<file path="src/rtl/coin_acceptor.sv">
// Coin sensor front end: synchronises and debounces the 5rs/10rs sensors, then emits
// one registered coin code (or reject) per coin, followed by a release wait and a lockout gap.
module coin_acceptor #(
   parameter int DEBOUNCE_CYCLES = 4,
   parameter int LOCKOUT_CYCLES  = 8,
   parameter int CNT_W           = 4
) (
   input  logic       clk,
   input  logic       reset,
   input  logic       coin5_raw,
   input  logic       coin10_raw,
   input  logic       enable,
   output logic [1:0] coin_code,
   output logic       reject,
   output logic       busy
);

   typedef enum logic [1:0] {IDLE, DEBOUNCE, WAIT_RELEASE, LOCKOUT} state_t;

   localparam logic [CNT_W-1:0] DEB_LAST  = CNT_W'(DEBOUNCE_CYCLES - 1);
   localparam logic [CNT_W-1:0] LOCK_LAST = CNT_W'(LOCKOUT_CYCLES - 1);

   state_t           state, state_nxt;
   logic [CNT_W-1:0] cnt, cnt_nxt;
   logic             type10, type10_nxt;
   logic [1:0]       code_nxt;
   logic             reject_nxt;
   logic             s5_meta, s5, s10_meta, s10;
   logic             latched, other;

   always_ff @(posedge clk) begin
      if (reset) begin
         s5_meta  <= 1'b0;
         s5       <= 1'b0;
         s10_meta <= 1'b0;
         s10      <= 1'b0;
      end else begin
         s5_meta  <= coin5_raw;
         s5       <= s5_meta;
         s10_meta <= coin10_raw;
         s10      <= s10_meta;
      end
   end

   // Coming out of reset in WAIT_RELEASE means a sensor held through reset is never credited.
   always_ff @(posedge clk) begin
      if (reset) begin
         state     <= WAIT_RELEASE;
         cnt       <= '0;
         type10    <= 1'b0;
         coin_code <= 2'b00;
         reject    <= 1'b0;
      end else begin
         state     <= state_nxt;
         cnt       <= cnt_nxt;
         type10    <= type10_nxt;
         coin_code <= code_nxt;
         reject    <= reject_nxt;
      end
   end

   assign latched = type10 ? s10 : s5;
   assign other   = type10 ? s5  : s10;

   always_comb begin
      state_nxt  = state;
      cnt_nxt    = cnt;
      type10_nxt = type10;
      code_nxt   = 2'b00;
      reject_nxt = 1'b0;
      case (state)
         IDLE: begin
            if (s5 && s10) begin
               reject_nxt = 1'b1;
               cnt_nxt    = '0;
               state_nxt  = WAIT_RELEASE;
            end else if (s5 || s10) begin
               type10_nxt = s10;
               cnt_nxt    = CNT_W'(1);
               state_nxt  = DEBOUNCE;
            end
         end
         DEBOUNCE: begin
            if (!latched) begin
               cnt_nxt   = '0;
               state_nxt = IDLE;
            end else if (other) begin
               reject_nxt = 1'b1;
               cnt_nxt    = '0;
               state_nxt  = WAIT_RELEASE;
            end else if (cnt == DEB_LAST) begin
               if (enable) code_nxt = type10 ? 2'b10 : 2'b01;
               else        reject_nxt = 1'b1;
               cnt_nxt   = '0;
               state_nxt = WAIT_RELEASE;
            end else begin
               cnt_nxt = cnt + 1'b1;
            end
         end
         WAIT_RELEASE: begin
            if (s5 || s10) begin
               cnt_nxt = '0;
            end else if (cnt == DEB_LAST) begin
               cnt_nxt   = '0;
               state_nxt = LOCKOUT;
            end else begin
               cnt_nxt = cnt + 1'b1;
            end
         end
         LOCKOUT: begin
            if (cnt == LOCK_LAST) begin
               cnt_nxt   = '0;
               state_nxt = IDLE;
            end else begin
               cnt_nxt = cnt + 1'b1;
            end
         end
         default: begin
            cnt_nxt   = '0;
            state_nxt = WAIT_RELEASE;
         end
      endcase
   end

   assign busy = (state != IDLE);

endmodule

</file>
<file path="config.mk">
export PLATFORM = sky130hd
export DESIGN_NAME = coin_acceptor
export DESIGN_NICKNAME = d
export VERILOG_FILES = /design/src/rtl/coin_acceptor.sv
export SDC_FILE = /design/constraint.sdc
export NUM_CORES = 1
export LEC_CHECK = 0
export BUFFER_PORTS_ARGS = -buffer_cell sky130_fd_sc_hd__buf_2
export CAP_MARGIN = 20
export CORE_UTILIZATION = 55
export DETAILED_ROUTE_END_ITERATION = 8
export GPL_ROUTABILITY_DRIVEN = 0
export PLACE_DENSITY = 0.76
export SETUP_SLACK_MARGIN = 0.15
export SYNTH_ARGS = -nofsm -noshare
export SYNTH_HDL_FRONTEND = slang
export SYNTH_SLANG_ARGS = --single-unit
</file>
<file path="constraint.sdc">
create_clock -name clk -period 4.7 [get_ports clk]
set_input_delay 0.47 -clock clk [delete_from_list [all_inputs] [get_ports clk]]
set_output_delay 0.47 -clock clk [all_outputs]
set_load 0.05 [all_outputs]
</file>
==> out/metrics.cfg <==
[outcome]
status=completed

[yosys]
synth_area_leader_cell=dfxtp_1
synthAdderAreaFrac_pct=5.236
synth-edff-count=0
synth_flop_cell=dfxtp_1
synth_area_leaders=dfxtp_1 (39%), ha_1 (5.2%), nor2_1 (5.2%)
yosysTopAreaCellShare_pct=39.09
ys_ff_latch=14
synth-seq-area-share_pct=39.09
synth_nets=94
synth_compound_area_share_pct=21.29
synthArstFlopShare_pct=0
synth.distinct_cells=30
syn_inst=86
syn_area_um2=716.9
synth_mux_area_share_pct=1.396
synth_top_family_by_area=simple AND/OR/NAND/NOR gates
synth_xor_area_share_pct=1.222
synth.avg_cell_area_um2=8.336
ys.warnings.count=0
yosys.area_share.simple_pct=24.96

[sta]
slew_viol_final=0
whs_ns=0.3970
tightest_slew_ns=0.4809
grt_setup_unrepaired=no
final.setup.tns_ns=0
max_freq_mhz=519.4
maxSlewHeadroom_pct=67.89
clock_skew_ns=0.003764
setup_viol=0
hold_viol=0
worst_slack_ns=2.775
fin_crit_ns=1.925
fin_crit_sh_pct=40.96

[setup_path]
reg2regPathDepth=4
crit_chain=nor2_1 > inv_1 > buf_2
reg2reg_to=state[1]
endpoint_kind=primary output
cp_max_fo=17
start_kind=register
max_stage_delay_ns=0.63
reg2reg_slack_ns=2.92
critPathSlowestCell=dfxtp_1
critPathRequiredTime_ns=4.23
path_class=register to primary output
arrival_ns=1.46
r2r_start=state[0]

[drt]
vias=636
ant_nets=0
routedWlPerCell_um=12.68
drc=0
drtIter0Drc=24
dr.pass1.iters=4
drt-total-wl_um=1369
avgViaCountPerCell=5.889

[pwr]
p_per_area_nw_per_um2=295.3
leakagePower_uw=0.0003189
power_uw=232.8
ir_drop_mv=0.2357

[clocking]
clkLatencyLatePin_ns=0.28
clock_path_buffers=2
cts_tree=yes
cts_setup_buffers=0
ctsResizeCount=0
ctsHoldBuffers=0
root_buffer=clkbuf_4
path_clk_slew_ns=0.08
cts_made_buffers=3
h-tree-depth=1
clock-sinks=14

[global_routing]
grt_pass1_wl_um=2242
track_usage_pct=22.43
gr-total-overflow=0
grt_pass1_vias=529
grt_max_degree=18
antenna_found_initial=0

[die]
fp.dieH_um=38.11
fp.dieW_um=38.11
rows=12
coreArea_um2=1156
initial_core_util_pct=62.01
die-area_um2=1452
ios=9

[final_layout]
final_layout_size_suffix_gt1_share_pct=14.89
area.growth.synth_to_final_pct=9.948
n_antenna_cell=0
nets=103
final_cells=108

[place]
place_ws_ns=2.992
numPortBuffers=8
dpl.hpwl_um=977.3
dp.cells=104

[hold_path]
hold_end=s10_meta
hold_start=coin10_raw
min_delay_path_depth=2
hp-class=input pin to register

[flow_run]
max_cap_viol_count=0

-- synthesized netlist by cell type, drive strengths merged, types with 3 or more instances --
library cell  instances
a21oi                 7
a31oi                 3
a32oi                 3
clkbuf                3
dfxtp                14
ha                    3
inv                   7
nand2                 3
nand3                 3
nor2                 10
nor2b                 6
o21ai                 6
-- critical path, delay by kind of cell (launching register included) --
family        cells  cell delay, ns
simple gates      1            0.21
flops             1            0.63
buf+inv           2            0.34
-- stage by stage --
stage	instance area [um2]	util, %
floorplan	716.9	-
global placement	752.0	65.04
detailed placement	752.0	65.04
CTS	788.3	68.18
global route	788.3	68.18
finish	788.3	68.18
-- layout by cell type, fill, tap and decap left out, types with 6 or more instances in the layout --
cell type   n
dfxtp_1    14
buf_2       8
inv_1       7
nor2_1     10
a21oi_1     7
nor2b_1     6
o21ai_0     6
-- routing by layer --
| layer | global-route usage, % | vias up | part of all wire [%] |
|---|---|---|---|
| met3 | 8.721 | 0 | 6.5 |
| met1 | 27.54 | 287 | 48 |
| met4 | 5.357 | 0 | 0 |
| met5 | 0 | - | 0 |
| met2 | 36.44 | 27 | 46 |
| li1 | - | 322 | - |
-- flip-flops by register name (all words and copies together), names as in the netlist --
register	cells
s10	1
coin_code	2
reject	1
state	2
type10	1
s10_meta	1
s5	1
cnt	4
s5_meta	1
-- final cells by class --
type / instances / area [um2]
Sequential cell: 14 / 280.3
Timing Repair Buffer: 8 / 40.04
Clock buffer: 4 / 36.28
Fill cell: 93 / 367.9
Tap cell: 14 / 17.52
Multi-Input combinational cell: 61 / 387.9
Inverter: 7 / 26.28
-- logic make-up (layout without fill, tap and decap cells) --
family,after synthesis,after routing
muxes,1,1
buffers and inverters,11,19
AOI/OAI and AO/OA,24,24
and+or+nand+nor,32,32
DFF,14,14
xor gates and xnor gates,1,1
adders and majority gates,3,3
-- worst max path at each step --
stage	start	endpoint	slack, ns	cells past startpoint
5_1_grt	state[0]	busy	2.69	3
2_1_floorplan	cnt[0]	reject	3.21	4
6_report	state[0]	busy	2.77	3
3_3_place_gp	state[0]	state[1]	3.10	4
3_5_place_dp	state[0]	state[1]	2.99	4
4_1_cts	state[0]	busy	2.79	3
-- where the power goes --
part / internal (uW) / leakage (uW) / switching [uW] / total (uW)
registers: 123 / 0.000114 / 4.87 / 128
clock network: 47.1 / 0.0000210 / 36.8 / 83.9
logic: 10.3 / 0.000184 / 10.9 / 21.2
total: 180 / 0.000319 / 52.6 / 233
Note: power is estimated with default switching activity, not from simulation.
